==> config.mk <==
export PLATFORM = sky130hd
export DESIGN_NAME = partition_resp_monitor_flat
export DESIGN_NICKNAME = d
export VERILOG_FILES = /design/src/rtl/partition_mon_pkg.sv /design/src/rtl/partition_resp_monitor_if.sv /design/src/rtl/prm_misr.sv /design/src/rtl/partition_resp_monitor.sv /design/src/flat_wrapper.sv
export SDC_FILE = /design/constraint.sdc
export NUM_CORES = 1
export LEC_CHECK = 0
export BUFFER_PORTS_ARGS = -buffer_cell sky130_fd_sc_hd__buf_2
export CAP_MARGIN = 20
export CORE_MARGIN = 5
export CORE_UTILIZATION = 30
export DETAILED_ROUTE_END_ITERATION = 12
export SYNTH_ARGS = -nofsm -noshare
export SYNTH_HDL_FRONTEND = slang
export SYNTH_SLANG_ARGS = --single-unit
==> constraint.sdc <==
create_clock -name clk -period 2.5 [get_ports clk]
set_clock_uncertainty 0.1 [all_clocks]
set_input_delay 0.5 -clock clk [delete_from_list [all_inputs] [get_ports clk]]
set_output_delay 0.5 -clock clk [all_outputs]
set_load 0.01 [all_outputs]
==> src/rtl/partition_mon_pkg.sv <==
// Shared types and helpers for the partition response monitor.
// State encoding, default widths and the absolute-difference function.
package partition_mon_pkg;

    localparam int PI_W_DEF = 8;
    localparam int PO_W_DEF = 5;

    typedef enum logic [1:0] {
        IDLE  = 2'd0,
        RUN   = 2'd1,
        FLUSH = 2'd2,
        DONE  = 2'd3
    } prm_state_t;

    // Larger minus smaller, so the result never wraps.
    function automatic logic [15:0] abs_diff(input logic [15:0] a, input logic [15:0] b);
        return (a > b) ? (a - b) : (b - a);
    endfunction

endpackage

==> src/rtl/partition_resp_monitor_if.sv <==
// Handshake and result bundle between the sweep driver (master) and the monitor (slave).
interface partition_resp_monitor_if #(
    parameter int PI_W  = 8,
    parameter int PO_W  = 5,
    parameter int CNT_W = PI_W + 1,
    parameter int SUM_W = PO_W + PI_W
);
    logic             start;
    logic             in_valid;
    logic             in_ready;
    logic [PI_W-1:0]  pi_idx;
    logic [PO_W-1:0]  exact_po;
    logic [PO_W-1:0]  approx_po;
    logic             busy;
    logic             done;
    logic [CNT_W-1:0] err_cnt;
    logic [SUM_W-1:0] err_sum;
    logic [PO_W-1:0]  err_max;
    logic             seq_err;
    logic [PO_W-1:0]  signature;

    modport master (
        output start, in_valid, pi_idx, exact_po, approx_po,
        input  in_ready, busy, done, err_cnt, err_sum, err_max, seq_err, signature
    );

    modport slave (
        input  start, in_valid, pi_idx, exact_po, approx_po,
        output in_ready, busy, done, err_cnt, err_sum, err_max, seq_err, signature
    );
endinterface

==> src/rtl/prm_misr.sv <==
// PO_W-bit MISR compacting the approximate outputs of one sweep.
module prm_misr #(
    parameter int PO_W = 5
) (
    input  logic            clk,
    input  logic            rst,
    input  logic            en,
    input  logic            clr,
    input  logic [PO_W-1:0] din,
    output logic [PO_W-1:0] sig
);

    always_ff @(posedge clk or posedge rst) begin
        if (rst)
            sig <= '0;
        else if (clr)
            sig <= '0;
        else if (en)
            sig <= {sig[PO_W-2:0], sig[PO_W-1] ^ sig[PO_W-2]} ^ din;
    end

endmodule

==> src/rtl/partition_resp_monitor.sv <==
// Consumer end of the exhaustive partition sweep: in-order check plus error metrics.
// Optional approx_po signature MISR enabled by defining PRM_MISR_EN.
module partition_resp_monitor
    import partition_mon_pkg::*;
#(
    parameter int PI_W  = PI_W_DEF,
    parameter int PO_W  = PO_W_DEF,
    parameter int CNT_W = PI_W + 1,
    parameter int SUM_W = PO_W + PI_W
) (
    input  logic                   clk,
    input  logic                   rst,
    partition_resp_monitor_if.slave bus
);

    localparam logic [1:0] S_IDLE  = IDLE;
    localparam logic [1:0] S_RUN   = RUN;
    localparam logic [1:0] S_FLUSH = FLUSH;
    localparam logic [1:0] S_DONE  = DONE;

    logic [1:0]       state_q, state_d;
    logic [PI_W-1:0]  exp_idx_q;
    logic             seq_err_q;
    logic             v1_q, mism_q;
    logic [PO_W-1:0]  d_q, diff;
    logic [CNT_W-1:0] err_cnt_q;
    logic [SUM_W-1:0] err_sum_q;
    logic [PO_W-1:0]  err_max_q;

    logic accept, start_ok, last_idx;

    assign accept   = bus.in_valid && (state_q == S_RUN);
    assign start_ok = bus.start && ((state_q == S_IDLE) || (state_q == S_DONE));
    assign last_idx = (exp_idx_q == '1);
    assign diff     = PO_W'(abs_diff(16'(bus.exact_po), 16'(bus.approx_po)));

    // NOTE: default assignment first so every path drives state_d and no latch is inferred.
    always_comb begin
        state_d = state_q;
        case (state_q)
            S_IDLE:  if (bus.start) state_d = S_RUN;
            S_RUN:   if (accept && last_idx) state_d = S_FLUSH;
            S_FLUSH: state_d = S_DONE;
            S_DONE:  if (bus.start) state_d = S_RUN;
            default: state_d = S_IDLE;
        endcase
    end

    // NOTE: sequential state uses non-blocking assignments so all registers update together.
    always_ff @(posedge clk or posedge rst) begin
        if (rst) begin
            state_q   <= S_IDLE;
            exp_idx_q <= '0;
            seq_err_q <= 1'b0;
            v1_q      <= 1'b0;
        end else begin
            state_q <= state_d;
            v1_q    <= accept;
            if (start_ok) begin
                exp_idx_q <= '0;
                seq_err_q <= 1'b0;
            end else if (accept) begin
                exp_idx_q <= exp_idx_q + 1'b1;
                if (bus.pi_idx != exp_idx_q)
                    seq_err_q <= 1'b1;
            end
        end
    end

    // NOTE: stage-1 data needs no reset; it is only consumed when v1_q, which is reset, is set.
    always_ff @(posedge clk) begin
        if (accept) begin
            d_q    <= diff;
            mism_q <= (diff != '0);
        end
    end

    always_ff @(posedge clk or posedge rst) begin
        if (rst) begin
            err_cnt_q <= '0;
            err_sum_q <= '0;
            err_max_q <= '0;
        end else if (start_ok) begin
            err_cnt_q <= '0;
            err_sum_q <= '0;
            err_max_q <= '0;
        end else if (v1_q) begin
            err_cnt_q <= err_cnt_q + CNT_W'(mism_q);
            err_sum_q <= err_sum_q + SUM_W'(d_q);
            if (d_q > err_max_q)
                err_max_q <= d_q;
        end
    end

`ifdef PRM_MISR_EN
    logic [PO_W-1:0] approx_q;
    logic [PO_W-1:0] sig;

    always_ff @(posedge clk) begin
        if (accept)
            approx_q <= bus.approx_po;
    end

    prm_misr #(.PO_W(PO_W)) u_misr (
        .clk (clk),
        .rst (rst),
        .en  (v1_q),
        .clr (start_ok),
        .din (approx_q),
        .sig (sig)
    );

    assign bus.signature = sig;
`else
    assign bus.signature = '0;
`endif

    assign bus.in_ready = (state_q == S_RUN);
    assign bus.busy     = (state_q == S_RUN) || (state_q == S_FLUSH);
    assign bus.done     = (state_q == S_DONE);
    assign bus.err_cnt  = err_cnt_q;
    assign bus.err_sum  = err_sum_q;
    assign bus.err_max  = err_max_q;
    assign bus.seq_err  = seq_err_q;

endmodule

==> src/flat_wrapper.sv <==
// flat-port wrapper written by rule: the top's interface ports become plain ports
module partition_resp_monitor_flat import partition_mon_pkg::*;
#(
    parameter int PI_W  = PI_W_DEF,
    parameter int PO_W  = PO_W_DEF,
    parameter int CNT_W = PI_W + 1,
    parameter int SUM_W = PO_W + PI_W
)
  (clk, rst, bus_start, bus_in_valid, bus_pi_idx, bus_exact_po, bus_approx_po, bus_in_ready, bus_busy, bus_done, bus_err_cnt, bus_err_sum, bus_err_max, bus_seq_err, bus_signature);
  partition_resp_monitor_if #(.PI_W(PI_W), .PO_W(PO_W), .CNT_W(CNT_W), .SUM_W(SUM_W)) bus_i ();
  input  logic clk;
  input  logic rst;
  input wire logic [$bits(bus_i.start)-1:0] bus_start;
  input wire logic [$bits(bus_i.in_valid)-1:0] bus_in_valid;
  input wire logic [$bits(bus_i.pi_idx)-1:0] bus_pi_idx;
  input wire logic [$bits(bus_i.exact_po)-1:0] bus_exact_po;
  input wire logic [$bits(bus_i.approx_po)-1:0] bus_approx_po;
  output wire logic [$bits(bus_i.in_ready)-1:0] bus_in_ready;
  output wire logic [$bits(bus_i.busy)-1:0] bus_busy;
  output wire logic [$bits(bus_i.done)-1:0] bus_done;
  output wire logic [$bits(bus_i.err_cnt)-1:0] bus_err_cnt;
  output wire logic [$bits(bus_i.err_sum)-1:0] bus_err_sum;
  output wire logic [$bits(bus_i.err_max)-1:0] bus_err_max;
  output wire logic [$bits(bus_i.seq_err)-1:0] bus_seq_err;
  output wire logic [$bits(bus_i.signature)-1:0] bus_signature;
  assign bus_i.start = bus_start;
  assign bus_i.in_valid = bus_in_valid;
  assign bus_i.pi_idx = bus_pi_idx;
  assign bus_i.exact_po = bus_exact_po;
  assign bus_i.approx_po = bus_approx_po;
  assign bus_in_ready = bus_i.in_ready;
  assign bus_busy = bus_i.busy;
  assign bus_done = bus_i.done;
  assign bus_err_cnt = bus_i.err_cnt;
  assign bus_err_sum = bus_i.err_sum;
  assign bus_err_max = bus_i.err_max;
  assign bus_seq_err = bus_i.seq_err;
  assign bus_signature = bus_i.signature;
  partition_resp_monitor #(.PI_W(PI_W), .PO_W(PO_W), .CNT_W(CNT_W), .SUM_W(SUM_W)) u_core (.clk(clk), .rst(rst), .bus(bus_i));
endmodule
==> flow_summary.ini <==
[global_route]
grt_pass1_wl_um = 10270
grt_usage_pct = 10.80
grt_pass1_vias = 2197
grt_max_degree = 40
antenna_found_initial = 0
grt_remaining_overflow = 0

[floorplanning]
ioPinCount = 58
start_util_pct = 30.85
core_sq_um = 9284
die_h_um = 107.7
rows = 35
dieArea_sq_um = 11600
die_w_um = 107.7

[synth]
ys_ff_latch = 45
synth-main-ff-cell = dfrtp_1
synthTopCellsByArea = dfrtp_1 (34%), ha_1 (11%), xor2_1 (6.7%), edfxtp_1 (6.3%), nor2_1 (4.2%)
ys_types = 44
seq_area_frac_synth_pct = 40.37
yosysWarnings = 0
synth_most_common_cell = dfrtp_1
synth_top_area_cell = dfrtp_1
synth_cells = 291
synth_area_sq_um = 2864
synth_edf_count = 6
synth_top_area_share_pct = 34.08
syn_area_per_cell_sq_um = 9.842
yosys-top-cells-count = dfrtp_1 (39), nor2_1 (32), ha_1 (25)
async_reset_ff_share_pct = 86.67

[placed_design]
gp_congestion = 0.8442
dp.final_hpwl_um = 4602
port_buffers = 52
placed_cells = 469

[critical_path]
max_stage_delay_ns = 0.44
critPathBufInv = 0
r2r_slack_ns = 0.35
cp.arrival_ns = 2.24
cp_slowest_cell = edfxtp_1
cp-start-kind = flop
path_cells = ha_1 > fa_1 > a21oi_1 > o21bai_1 > a21oi_2 > nor3b_1 > xnor2_1 > nor2_1
crit_family = adder cells
crit_type = flop to flop
critPathRequiredTime_ns = 2.58
endpoint_kind = flop
crit_path_max_fanout = 6

[finish]
drive_above_1_share_pct = 21.55
area_delta_synth_final_pct = 17.74
nFillCells = 979
fin_util_pct = 36.32
fin_nets = 397
n_antenna_cell = 0
instances_no_fill = 477

[cts]
cts_buffers = 5
clock-root-buffer = clkbuf_8
cts_buffer_depth = 2
worstSkewPairLatency_ns = 0.29
h-tree-depth = 2
cts_tree = done
ctsHoldBuffers = 0
clock_sinks = 45
path_clk_slew_ns = 0.09

[power_and_ir_drop]
total_power_mw = 2.723
power_density_nw_per_um2 = 807.5
p_leak_nw = 1.684
vdd_ir_drop_max_mv = 0.2793

[status]
status = completed

[sta]
max_freq_mhz = 464.1
setup_viol = 0
finalSetupTns_ns = 0
post-route-period-util_pct = 86.19
holdWs_ns = 0.2225
maxSlewHeadroom_pct = 64.82
slew_violations = 0
rsz0062_at_grt = no
min_period_ns = 2.155
hold_viol = 0
tightest_slew_ns = 0.5277

[detailed_routing]
dr.pass1.iters = 4
met1_length_um = 2707
wire_per_inst_um = 12.38
vias = 2184
met3WireLength_um = 233
drt_iter0_drc = 91
top_layer_used = met4
wirelength_um = 5906
ant_nets = 0
wl_met2_um = 2878
drc_errors = 0
via_per_inst = 4.579

[min_path]
hold_path.class = input pin to asynchronous set/reset pin

[job]
cap_violations = 0
[cell families after synthesis]
group	after synthesis	share of synthesized area, %
AOI/OAI and AO/OA	57	12.97
xor gates and xnor gates	31	9.480
adders and majority gates	28	13.02
buffers and inverters	37	6.204
DFF	45	40.37
muxes	10	3.539
other	1	0.1309
and+or+nand+nor	82	14.29
[where the power goes]
part	total [mW]	switching (mW)	internal [mW]
combinational	1.18	0.680	0.501
clock	0.509	0.249	0.260
sequential	1.03	0.135	0.897
total	2.72	1.06	1.66
[repair_timing]
| action | CTS | global route |
|---|---|---|
| gates resized for setup | 0 | 1 |
| endpoints found under the setup margin | 0 | 3 |
| buffers inserted | 0 | 0 |
[worst register-to-register path, delay by kind of cell, from the launching register on]
kind | cells | cell delay [ns]
fa+ha+maj | 2 | 0.63
compound gates | 3 | 0.57
simple gates | 2 | 0.15
xor+xnor | 1 | 0.15
flops | 1 | 0.44
[placed cells by master (no fill, tap or decap), types with 2 or more instances in the layout]
cell type	Yosys	final
buf_2	2	52
nor3_1	4	4
and3_1	3	3
fa_1	3	3
xnor2_1	9	9
o21a_1	4	4
ha_1	25	25
buf_4	5	7
clkbuf_8	1	5
or3_1	6	6
a21oi_1	21	20
inv_1	23	23
a31oi_1	2	2
nand3_1	3	3
a211oi_1	2	2
dfrtp_1	39	39
conb_1	1	5
o21bai_1	3	3
xor2_1	22	22
nor4_1	2	2
nor2b_1	2	2
a22o_1	5	5
nor2_1	32	32
o21ai_0	11	11
and2_1	2	2
a21o_1	3	3
nor3b_1	2	2
a21o_2	2	2
nand2_1	14	14
edfxtp_1	6	6
mux2i_1	9	9
nand4_1	7	7
[per-stage QoR]
stage	setup slack (ns)	instance area (sq um)
2_1_floorplan	0.1881	2879
3_3_place_gp	0.06919	3262
3_5_place_dp	0.02913	3262
4_1_cts	0.1656	3368
5_1_grt	0.1604	3372
6_report	0.3454	3372
[state kept, by name, summed over array words and instances (netlist names)]
name                count
u_core.exp_idx_q        8
u_core.mism_q           1
u_core.bus.seq_err      1
u_core.bus.err_cnt      9
u_core.bus.err_max      5
u_core.d_q              5
u_core.v1_q             1
u_core.state_q          2
u_core.bus.err_sum     13
[path summary, 6_finish.rpt]
kind,endpoint,from,cells after the start
max,u_core.bus.err_sum[12],u_core.d_q[0],8
min,u_core.exp_idx_q[6],rst,3
max reg2reg,u_core.bus.err_sum[12],u_core.d_q[0],8
min reg2reg,u_core.bus.seq_err,u_core.bus.seq_err,2
max in group asynchronous,u_core.bus.err_sum[8],rst,3
min in group clk,u_core.bus.seq_err,u_core.bus.seq_err,2
[metal layers]
| metal | global-route usage (%) | up-vias |
|---|---|---|
| li1 | - | 1097 |
| met1 | 13.36 | 1044 |
| met2 | 18.87 | 37 |
| met3 | 1.980 | 6 |
| met4 | 3.517 | 0 |
| met5 | 0 | - |
[final cells by class]
type | count | area [sq um] | share of cell area [%]
Multi-Input combinational cell | 213 | 1549 | 45.94
Clock buffer | 7 | 97.59 | 2.894
Timing Repair Buffer | 59 | 312.8 | 9.276
Tap cell | 129 | 161.4 | 4.787
Inverter | 23 | 86.33 | 2.560
Sequential cell | 45 | 1156 | 34.29
Clock inverter | 1 | 8.758 | 0.2597
(Power assumes the default switching activity.)
